File: src/rtl/serial_add_sub_unit.sv
// Bit-serial WIDTH-bit adder/subtractor: operands are latched on start and consumed LSB-first through one 1-bit add/sub cell.
// Optional signed-overflow output ovf_out is enabled by defining SERIAL_ADD_SUB_OVF_EN.
module serial_add_sub_unit #(
  parameter int WIDTH = 8
) (
  input  logic             clk_in,
  input  logic             rst_in,
  input  logic             start_in,
  input  logic             opcode_in,
  input  logic [WIDTH-1:0] a_in,
  input  logic [WIDTH-1:0] b_in,
  output logic             busy_out,
  output logic             done_out,
  output logic [WIDTH-1:0] result_out,
`ifdef SERIAL_ADD_SUB_OVF_EN
  output logic             ovf_out,
`endif
  output logic             flag_out
);

  localparam int CNT_W = $clog2(WIDTH);

  typedef enum logic [1:0] {
    IDLE  = 2'd0,
    SHIFT = 2'd1,
    DONE  = 2'd2
  } state_t;

  state_t             state_q, state_d;
  logic [WIDTH-1:0]   a_q, a_d;
  logic [WIDTH-1:0]   b_q, b_d;
  logic               op_q, op_d;
  logic [CNT_W-1:0]   cnt_q, cnt_d;
  logic               carry_q, carry_d;
  logic [WIDTH-1:0]   sum_q, sum_d;
  logic [WIDTH-1:0]   result_q, result_d;
  logic               flag_q, flag_d;
`ifdef SERIAL_ADD_SUB_OVF_EN
  logic               ovf_q, ovf_d;
`endif

  // The 1-bit cell: subtraction inverts b and seeds the carry with 1.
  logic bit_a, bit_b, sum_bit, carry_nxt, last_bit;
  assign bit_a     = a_q[cnt_q];
  assign bit_b     = b_q[cnt_q] ^ op_q;
  assign sum_bit   = bit_a ^ bit_b ^ carry_q;
  assign carry_nxt = (bit_a & bit_b) | (bit_a & carry_q) | (bit_b & carry_q);
  assign last_bit  = (cnt_q == CNT_W'(WIDTH - 1));

  always_comb begin
    state_d  = state_q;
    a_d      = a_q;
    b_d      = b_q;
    op_d     = op_q;
    cnt_d    = cnt_q;
    carry_d  = carry_q;
    sum_d    = sum_q;
    result_d = result_q;
    flag_d   = flag_q;
`ifdef SERIAL_ADD_SUB_OVF_EN
    ovf_d    = ovf_q;
`endif
    case (state_q)
      IDLE: begin
        if (start_in) begin
          a_d     = a_in;
          b_d     = b_in;
          op_d    = opcode_in;
          cnt_d   = '0;
          carry_d = opcode_in;
          sum_d   = '0;
          state_d = SHIFT;
        end
      end
      SHIFT: begin
        carry_d = carry_nxt;
        sum_d   = {sum_bit, sum_q[WIDTH-1:1]};
        cnt_d   = cnt_q + CNT_W'(1);
        // Results are published only here so they stay stable throughout SHIFT.
        if (last_bit) begin
          cnt_d    = '0;
          state_d  = DONE;
          result_d = {sum_bit, sum_q[WIDTH-1:1]};
          flag_d   = op_q ? ~carry_nxt : carry_nxt;
`ifdef SERIAL_ADD_SUB_OVF_EN
          ovf_d    = carry_q ^ carry_nxt;
`endif
        end
      end
      DONE:    state_d = IDLE;
      default: state_d = IDLE;
    endcase
  end

  always_ff @(posedge clk_in) begin
    if (rst_in) begin
      state_q  <= IDLE;
      a_q      <= '0;
      b_q      <= '0;
      op_q     <= 1'b0;
      cnt_q    <= '0;
      carry_q  <= 1'b0;
      sum_q    <= '0;
      result_q <= '0;
      flag_q   <= 1'b0;
`ifdef SERIAL_ADD_SUB_OVF_EN
      ovf_q    <= 1'b0;
`endif
    end else begin
      state_q  <= state_d;
      a_q      <= a_d;
      b_q      <= b_d;
      op_q     <= op_d;
      cnt_q    <= cnt_d;
      carry_q  <= carry_d;
      sum_q    <= sum_d;
      result_q <= result_d;
      flag_q   <= flag_d;
`ifdef SERIAL_ADD_SUB_OVF_EN
      ovf_q    <= ovf_d;
`endif
    end
  end

  assign busy_out   = (state_q == SHIFT);
  assign done_out   = (state_q == DONE);
  assign result_out = result_q;
  assign flag_out   = flag_q;
`ifdef SERIAL_ADD_SUB_OVF_EN
  assign ovf_out    = ovf_q;
`endif

endmodule

File: config.mk
export PLATFORM = sky130hd
export DESIGN_NAME = serial_add_sub_unit
export DESIGN_NICKNAME = d
export VERILOG_FILES = /design/src/rtl/serial_add_sub_unit.sv
export SDC_FILE = /design/constraint.sdc
export NUM_CORES = 1
export LEC_CHECK = 0
export ABC_AREA = 1
export CORE_UTILIZATION = 40
export CTS_CLUSTER_DIAMETER = 40
export CTS_CLUSTER_SIZE = 10
export DETAILED_ROUTE_END_ITERATION = 8
export PLACE_DENSITY = 0.73
export RECOVER_POWER = 25
export SLEW_MARGIN = 30
export SYNTH_ARGS = -nofsm -noshare
export SYNTH_HDL_FRONTEND = slang
export SYNTH_SLANG_ARGS = --single-unit
File: constraint.sdc
create_clock -name clk_in -period 2.3 [get_ports clk_in]
set_input_delay 0.575 -clock clk_in [delete_from_list [all_inputs] [get_ports clk_in]]
set_output_delay 0.575 -clock clk_in [all_outputs]
set_load 0.1 [all_outputs]
== Yosys cells after proc, flatten, opt, wreduce, memory -nomap -nowiden ==
Index checks and enable logic that the tools add are counted.
Word-level totals
  logic and storage cells: 46
  output and inout port bits: 11
  bits in registers: 40
  input bits: 20
Cells by class
  $add $sub $neg: 1
  eq/ne operators: 5
  $lt $le $gt $ge: 1
  reductions and logical operators: 6
  bitwise operators: 9
  mux-type cells: 15
Operator list (number)
  $pmux W8 S2: 1
  $mux W8: 1
  $reduce_and A2 Y1: 4
  $bmux W1 S3: 2
  $mux W3: 2
  $pmux W3 S2: 1
  $lt A3 B4 Y1 const B: 1
  $mux W1: 4
  $mux W2: 2
  $pmux W2 S2: 1
  $add A3 B1 Y3 const B: 1
  $and A1 B1 Y1: 3
  $eq A3 B3 Y1 const B: 1
  $xor A1 B1 Y1: 3
  $eq A2 B1 Y1 const B: 1
  $eq A2 B2 Y1 const B: 1
  $logic_not A2 Y1: 1
  $ne A2 B1 Y1 const B: 1
  $ne A2 B2 Y1 const B: 1
  $or A1 B1 Y1: 2
  $pmux W1 S2: 1
  $reduce_bool A2 Y1: 1
  $not A1 Y1: 1

== Depth between registers and ports, before layout ==
  depth in word-level cells: 8
  gate-level depth with buffers: 12
  gate-level depth less buffers: 11

== Worst setup path after synthesis ==
No wires, ideal clock.
  path type: register to output
  start point: register state_q[0]
  end point: output port done_out
  data required time: 1.725 ns
  data arrival time: 1.610 ns
  buffers on the path: 0
  slack: 0.115 ns
  cell stages (with the launch flop): 2
  path through: dfxtp_1 nor2_1
Between the ends
  longest elaborated chain between the ends: 1
Ends and longest elaborated chain
  from (decl): RTL line 29  | state_t state_q, state_d;
  from (signal assigned): RTL line 110  | state_q <= state_d;
  $eq A2 B2 Y1: RTL line 126  | assign done_out = (state_q == DONE);
  to (decl): RTL line 13  | output logic done_out,
Every way passes these cells.

== Final worst setup path ==
  start point: register cnt_q[0]
  end point: register sum_q[7]
Between the ends
  longest elaborated chain between the ends: 6
  elaborated cells on any way between the ends: 8
  classes of those cells: 5 x mux; 3 x bitwise
Ends and longest elaborated chain
  from (decl): RTL line 33  | logic [CNT_W-1:0] cnt_q, cnt_d;
  from (signal assigned): RTL line 114  | cnt_q <= cnt_d;
  $bmux W1 S3: RTL line 45  | assign bit_b = b_q[cnt_q] ^ op_q;
  $mux W1 (implied by the code): RTL line 45
  $xor A1 B1 Y1: RTL line 45
  $xor A1 B1 Y1 (*) (2 in series): RTL line 46  | assign sum_bit = bit_a ^ bit_b ^ carry_q;
  $pmux W8 S2 (*): RTL line 63  | case (state_q)
  to (signal assigned): RTL line 116  | sum_q <= sum_d;
  to (decl): RTL line 35  | logic [WIDTH-1:0] sum_q, sum_d;
Every way passes the cells marked *; elsewhere a longest branch is shown, timed or not. The select of a mux whose other input is x is not followed.
A chain may end at the register's enable or synchronous reset.

==> flow_metrics.py <==
metrics = {
    "die": {
        "ios": 31,
        "die_h_um": 65.67,
        "rows": 22,
        "die_w_um": 65.67,
        "initial_core_util_pct": 43.00,
        "die_area_um2": 4313,
        "coreArea_um2": 3771,
    },
    "logic_synthesis": {
        "yosysUniqueCellTypes": 26,
        "ys_seq_elements": 39,
        "ys.warnings.count": 0,
        "syn_area_um2": 1622,
        "synthCells": 210,
        "avgSynthCellArea_um2": 7.722,
        "ys_seq_area_share_pct": 48.15,
        "synth_nets": 233,
    },
    "timing": {
        "worst_slack_ps": 339.7,
        "period_share_pct": 85.23,
        "finalCriticalPeriod_ps": 1960,
        "tightest_slew_ps": 537.7,
        "max_freq_ghz": 0.5101,
        "drv_slew": 0,
        "fin_setup_tns_ps": 0,
        "slew_headroom_pct": 64.30,
        "setup_viol": 0,
        "hold_viol_final": 0,
        "rsz0062_at_grt": "false",
        "finClkSkew_ps": 3.895,
    },
    "power_and_ir_drop": {
        "comb_power_share_pct": 13.9,
        "p_int_mw": 1.068,
        "ir_drop_v": 0.0003587,
        "switching_share_pct": 25.41,
        "p_leak_nw": 0.8507,
        "p_clk_share_pct": 35.3,
        "power.share.sequential_pct": 50.8,
        "p_sw_mw": 0.3637,
        "p_per_area_nw_per_um2": 705.3,
    },
    "setup_path": {
        "endpoint_kind": "register",
        "r2r_start": "cnt_q[0]",
        "rr_endpoint": "sum_q[7]",
        "worst-path-max-fanout": 10,
        "worstSetupStartpointType": "register",
        "rrSetupSlack_ps": 340,
        "required_ps": 2490,
        "critPathKind": "reg2reg",
        "rr_worst_depth": 10,
        "crit_arrival_ps": 2150,
    },
    "place": {
        "dp_slack_ps": 359.5,
        "port_buffers": 30,
        "post-dp-hpwl_mm": 2.290,
        "place.gp.congestion": 0.7847,
    },
    "final_layout": {
        "antenna_cells": 0,
        "fillers": 360,
        "drive_gt1_share_pct": 13.58,
        "syn_to_final_growth_pct": 25.15,
        "finish.net_count": 265,
        "final_util_pct": 53.82,
    },
    "grt": {
        "grt_overflow_total": 0,
        "grt_pass1_vias": 1325,
        "grt_max_degree": 27,
        "antenna_found_initial": 0,
        "grtUsageTotal_pct": 17.85,
        "grt_pass1_wl_mm": 5.761,
    },
    "route": {
        "drc": 0,
        "vias": 1432,
        "drt_iter0_markers": 65,
        "post_drt_wl_per_cell_um": 11.54,
        "wl_mm": 3.359,
        "dr.pass1.iters": 5,
        "final_antenna_net_count": 0,
        "via_per_inst": 4.921,
    },
    "worst_hold_path": {
        "hold_end": "b_q[3]",
        "hold_depth": 2,
        "hold_class": "reg2reg",
        "min_from": "b_q[3]",
    },
    "cts": {
        "clkTransAtPathRegs_ps": 70,
        "root_buffer": "clkbuf_8",
        "cts_buffers": 5,
        "htreeDepth": 2,
        "post_cts_buffers": 0,
        "clk_path_buf_depth": 2,
        "clk_latency_ps": 290,
        "ctsHoldBuffers": 0,
        "cts_tree": "built",
        "clock_sinks": 39,
        "ctsResizeCount": 0,
    },
    "outcome": {
        "run_status": "complete, no violations",
    },
    "job": {
        "maxCapViolCount": 0,
    },
}
[critical path, stage by stage (launching register included)]
cell     delay, ps
dfxtp_1        540
inv_2          160
nand2_1         90
nand3_1         70
nand3_1        110
nand2_1         60
nand2_1         60
nand2_1         60
fa_1           510
o22ai_1         90
and2_1         130
[final cells by class]
cell class | count | area [um2] | share of cell area, %
clock buffer | 8 | 100.1 | 4.932
multi-input combinational | 143 | 704.4 | 34.71
sequential | 39 | 780.7 | 38.47
tap | 48 | 60.06 | 2.959
inverter | 21 | 81.33 | 4.007
timing repair buffer | 32 | 302.8 | 14.92
[metal layers]
metal | vias up | global-route usage [%] | part of all wire, %
li1 | 741 | - | -
met1 | 651 | 23.11 | 49
met2 | 33 | 27.30 | 45
met3 | 7 | 3.819 | 4.2
met4 | 0 | 9.783 | 2.5
met5 | - | 0 | 0
[sequential cells by signal (all words and copies together) (netlist names)]
name and count:
cnt_q 3, flag_out 1, b_q 8, op_q 1
a_q 8, sum_q 7, carry_q 1, result_out 8
state_q 2
[power groups by stage]
stage | Clock [mW] | Sequential, mW | Combinational, mW
5_1_grt | 0.546 | 0.731 | 0.223
3_3_place_gp | 0 | 0.741 | 0.196
2_1_floorplan | 0 | 0.734 | 0.142
3_5_place_dp | 0 | 0.742 | 0.201
6_report | 0.506 | 0.727 | 0.198
4_1_cts | 0.513 | 0.727 | 0.202
[cell usage after synthesis]
library cell | instances | area share, %
o21a_1 | 1 | 0.46
nand2_2 | 3 | 1.2
nor2_4 | 1 | 0.69
fa_1 | 1 | 1.2
inv_1 | 15 | 3.5
nand3_1 | 16 | 4.9
o211ai_1 | 2 | 0.93
inv_2 | 5 | 1.2
inv_4 | 1 | 0.39
buf_2 | 2 | 0.62
o21ai_2 | 3 | 1.6
nand2_1 | 41 | 9.5
o22ai_1 | 2 | 0.77
or2_1 | 1 | 0.39
a21oi_2 | 1 | 0.54
buf_6 | 3 | 2.1
a21oi_1 | 19 | 5.9
dfxtp_1 | 39 | 48
clkbuf_2 | 1 | 0.31
nand3_2 | 1 | 0.62
and2_1 | 1 | 0.39
nor2_1 | 27 | 6.3
clkbuf_1 | 1 | 0.23
ha_1 | 2 | 1.5
xnor2_1 | 1 | 0.54
o21ai_0 | 20 | 6.2
[worst max path at each step]
stage                from        to  slack, ps  cells past startpoint
4_1_cts          cnt_q[0]  sum_q[7]        350                     10
2_1_floorplan  state_q[0]  done_out        120                      1
3_5_place_dp     cnt_q[0]  sum_q[7]        360                     10
6_report         cnt_q[0]  sum_q[7]        340                     10
3_3_place_gp     start_in   carry_q        390                      7
5_1_grt          cnt_q[0]  flag_out        110                     11
[cell usage in the layout, fill, tap and decap left out, drive strengths merged, types with 9 or more instances in the layout]
| cell | n |
|---|---|
| nand2 | 44 |
| a21oi | 20 |
| nand3 | 17 |
| clkbuf | 12 |
| nor2 | 28 |
| dfxtp | 39 |
| buf | 9 |
| inv | 21 |
| o21ai | 23 |
| clkdlybuf4s50 | 18 |
[cells by family (layout without fill, tap and decap cells)]
| group | after synthesis | after routing | synth area share (%) |
|---|---|---|---|
| buffers and inverters | 28 | 61 | 8.256 |
| flip-flops | 39 | 39 | 48.15 |
| adder cells (fa/ha/maj) | 3 | 3 | 2.778 |
| AND/OR/NAND/NOR | 91 | 91 | 23.92 |
| AO/OA/AOI/OAI | 48 | 48 | 16.36 |
| XOR/XNOR | 1 | 1 | 0.5402 |
[through the flow]
| step | power [mW] | cell area (um2) | cells | hold slack [ps] |
|---|---|---|---|---|
| after floorplan | 0.8758 | 1622 | 210 | 427.3 |
| after global placement | 0.9375 | 1942 | 283 | 448.9 |
| after detailed placement | 0.9427 | 1942 | 283 | 448.3 |
| after CTS | 1.442 | 2042 | 291 | 458.8 |
| after global routing | 1.501 | 2029 | 291 | 481.6 |
| final | 1.431 | 2029 | 291 | 457.5 |
Note: power is estimated with default switching activity, not from simulation.
